[src/rtl/io_pmp_check_if.sv]
// Request/response bus of the IO PMP checker: requests carry address, direction and id; responses add the allow verdict.
interface io_pmp_check_if #(
    parameter int PLEN     = 56,
    parameter int ID_WIDTH = 8
);
    logic                req_valid;
    logic                req_ready;
    logic [PLEN-1:0]     req_addr;
    logic                req_write;
    logic [ID_WIDTH-1:0] req_id;

    logic                rsp_valid;
    logic                rsp_ready;
    logic [PLEN-1:0]     rsp_addr;
    logic                rsp_write;
    logic [ID_WIDTH-1:0] rsp_id;
    logic                rsp_allow;

    modport master (
        output req_valid, req_addr, req_write, req_id, rsp_ready,
        input  req_ready, rsp_valid, rsp_addr, rsp_write, rsp_id, rsp_allow
    );

    modport slave (
        input  req_valid, req_addr, req_write, req_id, rsp_ready,
        output req_ready, rsp_valid, rsp_addr, rsp_write, rsp_id, rsp_allow
    );
endinterface

[src/rtl/io_pmp_check.sv]
// IO PMP checker: matches each request against OFF/TOR/NA4/NAPOT entries, lowest index wins, no match denies.
// Latency: one cycle through a two-slot spill register; zero with IO_PMP_BYPASS_EN defined (pure wire).
// Backpressure: req_ready depends only on fill state (low when both slots full); bypass forwards rsp_ready.
module io_pmp_check #(
    parameter int PLEN       = 56,
    parameter int PMP_LEN    = 54,
    parameter int NR_ENTRIES = 16,
    parameter int ID_WIDTH   = 8
) (
    input  logic               clk_i,
    input  logic               rst_ni,
    input  logic               cfg_we_i,
    input  logic [3:0]         cfg_idx_i,
    input  logic [PMP_LEN-1:0] cfg_addr_i,
    input  logic [7:0]         cfg_cfg_i,
    io_pmp_check_if.slave      bus
);
    localparam logic [1:0] A_OFF   = 2'd0;
    localparam logic [1:0] A_TOR   = 2'd1;
    localparam logic [1:0] A_NA4   = 2'd2;
    localparam logic [1:0] A_NAPOT = 2'd3;

    logic [PMP_LEN-1:0] pmp_addr [NR_ENTRIES];
    logic [7:0]         pmp_cfg  [NR_ENTRIES];
    logic [NR_ENTRIES-1:0] addr_lock;
    logic [NR_ENTRIES-1:0] match;
    logic [PMP_LEN-1:0]    word_addr;
    logic                  allow_c;

    assign word_addr = bus.req_addr[PLEN-1:2];

    // A locked TOR entry also freezes the address of the entry below it (its base).
    for (genvar i = 0; i < NR_ENTRIES; i++) begin : g_lock
        if (i < NR_ENTRIES - 1) begin : g_next
            assign addr_lock[i] = pmp_cfg[i+1][7] && (pmp_cfg[i+1][4:3] == A_TOR);
        end else begin : g_last
            assign addr_lock[i] = 1'b0;
        end
    end

    always_ff @(posedge clk_i) begin
        if (!rst_ni) begin
            for (int i = 0; i < NR_ENTRIES; i++) begin
                pmp_addr[i] <= '0;
                pmp_cfg[i]  <= '0;
            end
        end else if (cfg_we_i) begin
            for (int i = 0; i < NR_ENTRIES; i++) begin
                if (cfg_idx_i == 4'(i) && !pmp_cfg[i][7]) begin
                    pmp_cfg[i] <= cfg_cfg_i & 8'h9F;
                    if (!addr_lock[i]) begin
                        pmp_addr[i] <= cfg_addr_i;
                    end
                end
            end
        end
    end

    for (genvar i = 0; i < NR_ENTRIES; i++) begin : g_match
        logic [PMP_LEN-1:0] prev;
        logic [PMP_LEN-1:0] napot_mask;

        if (i == 0) begin : g_base0
            assign prev = '0;
        end else begin : g_basen
            assign prev = pmp_addr[i-1];
        end

        // Clears the trailing ones plus the first zero; all-ones pmpaddr yields an empty mask.
        assign napot_mask = ~(pmp_addr[i] ^ (pmp_addr[i] + PMP_LEN'(1)));

        always_comb begin
            match[i] = 1'b0;
            case (pmp_cfg[i][4:3])
                A_OFF:   match[i] = 1'b0;
                A_TOR:   match[i] = (word_addr >= prev) && (word_addr < pmp_addr[i]);
                A_NA4:   match[i] = (word_addr == pmp_addr[i]);
                A_NAPOT: match[i] = ((word_addr ^ pmp_addr[i]) & napot_mask) == '0;
                default: match[i] = 1'b0;
            endcase
        end
    end

    always_comb begin
        allow_c = 1'b0;
        for (int i = NR_ENTRIES - 1; i >= 0; i--) begin
            if (match[i]) begin
                allow_c = bus.req_write ? pmp_cfg[i][1] : pmp_cfg[i][0];
            end
        end
    end

`ifdef IO_PMP_BYPASS_EN
    assign bus.rsp_valid = bus.req_valid;
    assign bus.req_ready = bus.rsp_ready;
    assign bus.rsp_addr  = bus.req_addr;
    assign bus.rsp_write = bus.req_write;
    assign bus.rsp_id    = bus.req_id;
    assign bus.rsp_allow = allow_c;
`else
    typedef struct packed {
        logic [PLEN-1:0]     addr;
        logic                write;
        logic [ID_WIDTH-1:0] id;
        logic                allow;
    } slot_t;

    slot_t in_slot, a_slot, b_slot;
    logic  a_full, b_full, push, pop;

    assign in_slot = '{addr: bus.req_addr, write: bus.req_write, id: bus.req_id, allow: allow_c};
    assign bus.req_ready = !b_full;
    assign bus.rsp_valid = a_full;
    assign push = bus.req_valid && !b_full;
    assign pop  = a_full && bus.rsp_ready;

    // Slot a is the head presented on rsp; slot b only fills when a is stalled.
    always_ff @(posedge clk_i) begin
        if (!rst_ni) begin
            a_full <= 1'b0;
            b_full <= 1'b0;
        end else if (b_full) begin
            if (pop) begin
                b_full <= 1'b0;
            end
        end else if (a_full && !pop) begin
            b_full <= push;
        end else begin
            a_full <= push;
        end
    end

    always_ff @(posedge clk_i) begin
        if (b_full) begin
            if (pop) begin
                a_slot <= b_slot;
            end
        end else if (a_full && !pop) begin
            if (push) begin
                b_slot <= in_slot;
            end
        end else if (push) begin
            a_slot <= in_slot;
        end
    end

    assign bus.rsp_addr  = a_slot.addr;
    assign bus.rsp_write = a_slot.write;
    assign bus.rsp_id    = a_slot.id;
    assign bus.rsp_allow = a_slot.allow;
`endif
endmodule

[src/flat_wrapper.sv]
// flat-port wrapper written by rule: the top's interface ports become plain ports
module io_pmp_check_flat 
#(
    parameter int PLEN       = 56,
    parameter int PMP_LEN    = 54,
    parameter int NR_ENTRIES = 16,
    parameter int ID_WIDTH   = 8
)
  (clk_i, rst_ni, cfg_we_i, cfg_idx_i, cfg_addr_i, cfg_cfg_i, bus_req_valid, bus_req_addr, bus_req_write, bus_req_id, bus_rsp_ready, bus_req_ready, bus_rsp_valid, bus_rsp_addr, bus_rsp_write, bus_rsp_id, bus_rsp_allow);
  io_pmp_check_if #(.PLEN(PLEN), .ID_WIDTH(ID_WIDTH)) bus_i ();
  input  logic clk_i;
  input  logic rst_ni;
  input  logic cfg_we_i;
  input  logic [3:0] cfg_idx_i;
  input  logic [PMP_LEN-1:0] cfg_addr_i;
  input  logic [7:0] cfg_cfg_i;
  input wire logic [$bits(bus_i.req_valid)-1:0] bus_req_valid;
  input wire logic [$bits(bus_i.req_addr)-1:0] bus_req_addr;
  input wire logic [$bits(bus_i.req_write)-1:0] bus_req_write;
  input wire logic [$bits(bus_i.req_id)-1:0] bus_req_id;
  input wire logic [$bits(bus_i.rsp_ready)-1:0] bus_rsp_ready;
  output wire logic [$bits(bus_i.req_ready)-1:0] bus_req_ready;
  output wire logic [$bits(bus_i.rsp_valid)-1:0] bus_rsp_valid;
  output wire logic [$bits(bus_i.rsp_addr)-1:0] bus_rsp_addr;
  output wire logic [$bits(bus_i.rsp_write)-1:0] bus_rsp_write;
  output wire logic [$bits(bus_i.rsp_id)-1:0] bus_rsp_id;
  output wire logic [$bits(bus_i.rsp_allow)-1:0] bus_rsp_allow;
  assign bus_i.req_valid = bus_req_valid;
  assign bus_i.req_addr = bus_req_addr;
  assign bus_i.req_write = bus_req_write;
  assign bus_i.req_id = bus_req_id;
  assign bus_i.rsp_ready = bus_rsp_ready;
  assign bus_req_ready = bus_i.req_ready;
  assign bus_rsp_valid = bus_i.rsp_valid;
  assign bus_rsp_addr = bus_i.rsp_addr;
  assign bus_rsp_write = bus_i.rsp_write;
  assign bus_rsp_id = bus_i.rsp_id;
  assign bus_rsp_allow = bus_i.rsp_allow;
  io_pmp_check #(.PLEN(PLEN), .PMP_LEN(PMP_LEN), .NR_ENTRIES(NR_ENTRIES), .ID_WIDTH(ID_WIDTH)) u_core (.clk_i(clk_i), .rst_ni(rst_ni), .cfg_we_i(cfg_we_i), .cfg_idx_i(cfg_idx_i), .cfg_addr_i(cfg_addr_i), .cfg_cfg_i(cfg_cfg_i), .bus(bus_i));
endmodule
[config.mk]
export PLATFORM = sky130hd
export DESIGN_NAME = io_pmp_check_flat
export DESIGN_NICKNAME = d
export VERILOG_FILES = /design/src/rtl/io_pmp_check_if.sv /design/src/rtl/io_pmp_check.sv /design/src/flat_wrapper.sv
export SDC_FILE = /design/constraint.sdc
export NUM_CORES = 2
export LEC_CHECK = 0
export BUFFER_PORTS_ARGS = -buffer_cell sky130_fd_sc_hd__buf_2
export CELL_PAD_IN_SITES_DETAIL_PLACEMENT = 1
export CELL_PAD_IN_SITES_GLOBAL_PLACEMENT = 1
export CORE_ASPECT_RATIO = 1.1
export CORE_MARGIN = 5
export CORE_UTILIZATION = 46
export DETAILED_ROUTE_END_ITERATION = 7
export MAX_ROUTING_LAYER = met4
export PLACE_DENSITY_LB_ADDON = 0.1
export SYNTH_ARGS = -nofsm -noshare
export SYNTH_HDL_FRONTEND = slang
export SYNTH_SLANG_ARGS = --single-unit
[constraint.sdc]
create_clock -name clk_i -period 6.7 [get_ports clk_i]
set_input_delay 1.005 -clock clk_i [delete_from_list [all_inputs] [get_ports clk_i]]
set_output_delay 1.005 -clock clk_i [all_outputs]
set_load 0.05 [all_outputs]
* Word-level counts from Yosys, hierarchy flattened *
Memories as Yosys holds them, arrays and structs flattened.
Cells that the tools add are included.
Widths: inputs -> output; s select.

cells by class
  $add $sub $neg = 16
  magnitude comparators = 32
  equality and inequality tests = 81
  mux-type cells = 227
  bitwise operators = 98
  reductions and logical operators = 105

operators with widths
  operator               count
  $xor 54x54->54         32
  $add 54x1->54 const B  16
  $and 54x54->54         16
  $eq 54x54->1           16
  $logic_not 54->1       16
  $lt 54x54->1           16
  $mux 54                16
  $not 54->54            16
  $ge 54x54->1           15
  $mux 66                4
  $mux 1                 175
  $mux 6                 16
  $eq 2x2->1 const B     32
  $pmux 1 s4             16
  $ge 54x1->1 const B    1
  $logic_and 1x1->1      50
  $eq 2x1->1 const B     16
  $eq 4x4->1 const B     8
  $logic_not 2->1        16
  $or 1x1->1             32
  $logic_not 1->1        18
  $eq 4x3->1 const B     4
  $eq 4x2->1 const B     2
  $reduce_and 3->1       2
  7 further kinds        8

word-level totals
  flip-flop bits (word level) = 134
  memory bits (writable) = 960
  input port bits = 136
  output and inout port bits = 68
  word-level logic and storage cells = 571
  memories kept = 2

memory list
  memory           words  bits a word  rd ports  clocked after memory_dff  write ports  line                text
  u_core.pmp_addr  16     54           16        0                         16           io_pmp_check.sv:23  logic [PMP_LEN-1:0] pmp_addr [NR_ENTRIES];
  u_core.pmp_cfg   16     6            16        0                         16           io_pmp_check.sv:24  logic [7:0] pmp_cfg [NR_ENTRIES];

* Longest topological paths before layout *
An unclocked memory read counts as a cell.

  word-level depth = 26
  gate-level depth with buffers = 16

* Worst setup path after synthesis *
No wires, ideal clock.

  path kind = flip-flop to flip-flop
  start = register u_core.b_full
  end = register u_core.b_slot[0] (netlist name), enable pin
  setup time = 0.587 ns
  arrival = 6.069 ns
  data required time = 6.113 ns
  setup slack = 0.044 ns
  stages on the path, launching flop included = 6
  path buffers = 2
  period minus slack after synthesis = 6.656 ns
  path through = dfxtp_1 clkbuf_1 clkbuf_1 inv_1 nand2_1 nor3b_1

on the way
  word-level cells in the longest chain between the ends = 3
  elaborated cells on any way between the ends = 4

ends and longest elaborated chain
  what                        line                 text
  start, declared             io_pmp_check.sv:109  logic a_full, b_full, push, pop;
  start signal, assigned      io_pmp_check.sv:127  b_full <= push;
  $logic_not 1->1             --
  net bus_req_ready           flat_wrapper.sv:22   output wire logic [$bits(bus_i.req_ready)-1:0] bus_req_ready;
  $logic_and 1x1->1           io_pmp_check.sv:114  assign push = bus.req_valid && !b_full;
  $reduce_and 3->1 (no line)  --
  end signal, assigned        io_pmp_check.sv:140  b_slot <= in_slot;
  end, declared               io_pmp_check.sv:108  slot_t in_slot, a_slot, b_slot;

The timed path passes the listed nets, and every way through them passes these cells.
A chain may end at the register's enable or synchronous reset.

* Final worst setup path *
  start = input bus_req_addr[25]
  end = register u_core.a_slot (netlist bit u_core.bus.rsp_allow) (data pin)

on the way
  word-level cells in the longest chain between the ends = 23
  elaborated cells on any way between the ends = 147

ends and longest elaborated chain
  what                                                   line                 text
  start, declared                                        flat_wrapper.sv:18   input wire logic [$bits(bus_i.req_addr)-1:0] bus_req_addr;
  branches (longest 19 deep; another with $ge 54x54->1)  --
  $mux 1 (*)                                             io_pmp_check.sv:87   if (match[i]) begin
  net u_core.allow_c                                     io_pmp_check.sv:28   logic allow_c;
  $mux 66 (*)                                            io_pmp_check.sv:142  end else if (push) begin
  $mux 66 (*)                                            io_pmp_check.sv:138  end else if (a_full && !pop) begin
  $mux 66 (*)                                            io_pmp_check.sv:134  if (b_full) begin
  end signal, assigned                                   io_pmp_check.sv:136  a_slot <= b_slot;
  end signal, assigned                                   io_pmp_check.sv:143  a_slot <= in_slot;
  end, declared                                          io_pmp_check.sv:108

Mark *: on every way through the listed nets, which the timed path passes. The select of a mux whose other input is x is not followed.

==> flow_summary_export.csv <==
group,metric,value,unit
status,outcome,"complete, no violations",
drt,vias,66439,
die,fp.dieH,424,um
synth,ys_seq_area_share,45.1,%
min_path,hold_path.class,"primary input to register",
synth,syn_area,71800,um^2
synth,ys_seq_elements,1078,
clock_tree,htreeDepth,3,
critical_path,cp_top_family,"simple AND/OR/NAND/NOR gates",
timing,fin_crit_sh,86.0,%
synth,netlist_instances,7356,
critical_path,worst_path_most_repeated_cell,"or4_1",
critical_path,critPathMaxStageDelay,0.86,ns
critical_path,crit_arrival,6.41,ns
clock_tree,numCtsBuffers,118,
flow_run,cap_violations,0,
layout,fin_util,52.2,%
drt,postRouteAntennaNets,0,
drt,drtIter0Drc,7615,
clock_tree,cts-hold-fix-buffers,0,
timing,clock-skew-final,0.0527,ns
global_route,grt_antenna_before_repair,43,
drt,vias_per_cell,6.63,
power,p_per_area,226,nW/um^2
die,die_w,387,um
synth,yosysMostFrequentCell,"edfxtp_1",
critical_path,path_cells,"buf_2, buf_4, ha_1, a31oi_1, or4_1, or4_1, nor4_1, nand4_1, o21ai_0, and4b_1, or4_1, a211o_1, a2111oi_4, o31ai_2, mux2_4",
timing,clock.fmax,173,MHz
layout,drive_gt1_share,10.3,%
clock_tree,cts.sinks,1078,
global_route,gr-usage-met3,8.36,%
synth,synth_area_leaders,"edfxtp_1, ha_1, inv_1",
timing,grt_setup_unrepaired,"no",
drt,routed_wl,348000,um
timing,tightest_slew,1.15,ns
synth,synth_flop_cell,"edfxtp_1",
synth,synth.top_cell.area_share,45.0,%
critical_path,cp-start-kind,"primary input",
synth,synthTopCellsByCount,"edfxtp_1, inv_1, ha_1, nor2_1, a21oi_1",
global_route,use_met2,61.6,%
drt,firstDrtPassIters,6,
timing,setup_viol_count_final,0,
global_route,grt_start_max_net_pins,57,
timing,slew_violations,0,
timing,tns,0,ns
synth,syn_nets,8372,
critical_path,slowest_stage,"o31ai_2",
global_route,met1_usage,51.8,%
critical_path,cp_max_fo,8,
critical_path,critPathKind,"primary input to register",
die,dieArea,164000,um^2
drt,drc,0,
synth,postSynthAreaPerCell,9.76,um^2
global_route,overflow,0,
global_route,top_usage_layer,"met2",
synth,async_flop_share,0,%
layout,syn_to_final_growth,13.2,%
placed_design,place.gp.congestion,1.06,
synth,synth_edf_count,1076,
timing,slew_headroom,22.4,%
power,power_leakage,0.0327,uW
layout,layout.nets,8799,
placed_design,port_buffers,200,
die,fp-row-count,152,
clock_tree,cts_setup_buffers,0,
critical_path,cp-end-kind,"register",
die,design.core.area,156000,um^2
clock_tree,cts_buffer_depth,3,
power,vdd_drop_max,0.267,mV
global_route,track_usage,42.2,%
global_route,grt_pass1_vias,65512,
global_route,grt_pass1_wl,482000,um
critical_path,cp.buffers_inverters,2,
synth,yosys.area.top_type,"edfxtp_1",
clock_tree,cts_resized,0,
clock_tree,path_clk_slew,0.06,ns
synth,yosysWarnings,0,
clock_tree,cts_tree,"yes",
die,num_io_pins,204,
clock_tree,clk_latency,0.79,ns
clock_tree,root_buffer,"clkbuf_16",
die,initial_core_util,46.1,%
drt,routedWlPerCell,34.7,um
placed_design,hpwl,260000,um
synth,yosysUniqueCellTypes,86,
critical_path,cp.required,7.34,ns
timing,hold_viol_final,0,
timing,fin_crit,5.76,ns
-- layout make-up --
cell class / instances / area [um^2]
Antenna cell: 50 / 125
Clock buffer: 148 / 3130
Clock inverter: 74 / 764
Fill cell: 17598 / 74300
Inverter: 983 / 3690
Multi-Input combinational cell: 5114 / 35100
Sequential cell: 1078 / 32400
Tap cell: 2079 / 2600
Timing Repair Buffer: 488 / 3450
-- metal layers --
metal / up-vias / part of all wire [%]
li1: 28524 / -
met1: 33378 / 38
met2: 3604 / 43
met3: 933 / 9.9
met4: 0 / 9.1
met5: - / 0
-- cell usage in the layout (no fill, tap or decap), drive strengths merged, types with 86 or more instances in the layout --
master / n
o21ai: 190
and3: 90
nor4: 210
edfxtp: 1076
nor2: 879
inv: 985
ha: 880
nand2: 392
buf: 488
nor3: 206
clkbuf: 148
a21o: 101
nand4: 289
a21oi: 523
a31oi: 201
and4: 86
nand3: 220
-- report_power, final --
part	total, uW	internal, uW	switching [uW]
clock	6750	3770	2980
sequential	8090	7810	278
combinational	3500	1070	2430
-- per-stage QoR --
stage	cell area, um^2	setup WS, ns	instances	hold slack [ns]	power (uW)
final	81200	0.936	10014	0.427	18300
after global routing	81200	0.962	9996	0.420	18900
after CTS	81100	1.18	9964	0.387	18300
after detailed placement	77200	0.458	9742	0.534	11600
after global placement	77200	0.480	9742	0.514	11500
after floorplan	71800	0.0444	7356	0.500	9960
-- state kept, by name, indices dropped and copies added (netlist names) --
name,count
u_core.b_slot,66
u_core.bus.rsp_allow,1
u_core.pmp_cfg,80
u_core.pmp_addr,864
u_core.bus.rsp_id,8
u_core.b_full,1
u_core.bus.rsp_valid,1
u_core.bus.rsp_write,1
u_core.bus.rsp_addr,56
-- logic make-up after synthesis --
family	Yosys count	share of synthesized area, %
AOI/OAI and AO/OA	1546	13.9
adders and majority gates	880	15.3
muxes	81	1.26
DFF	1078	45.1
and+or+nand+nor	2591	18.1
buffers and inverters	1164	6.10
xor gates and xnor gates	16	0.195
-- final timing paths --
check,end,slack [ns],cells after the start,from
worst max-delay path,u_core.bus.rsp_allow$_DFFE_PP_,0.94,15,bus_req_addr[25]
worst min-delay path,u_core.b_slot[6]$_DFFE_PP_,0.43,1,bus_req_id[5]
worst max register to register,u_core.bus.rsp_allow$_DFFE_PP_,1.17,14,u_core.pmp_addr[1][379]$_DFFE_PP_
worst min register to register,u_core.bus.rsp_addr[32]$_DFFE_PP_,0.55,1,u_core.b_slot[42]$_DFFE_PP_
Power figures use the tool's default switching activity.
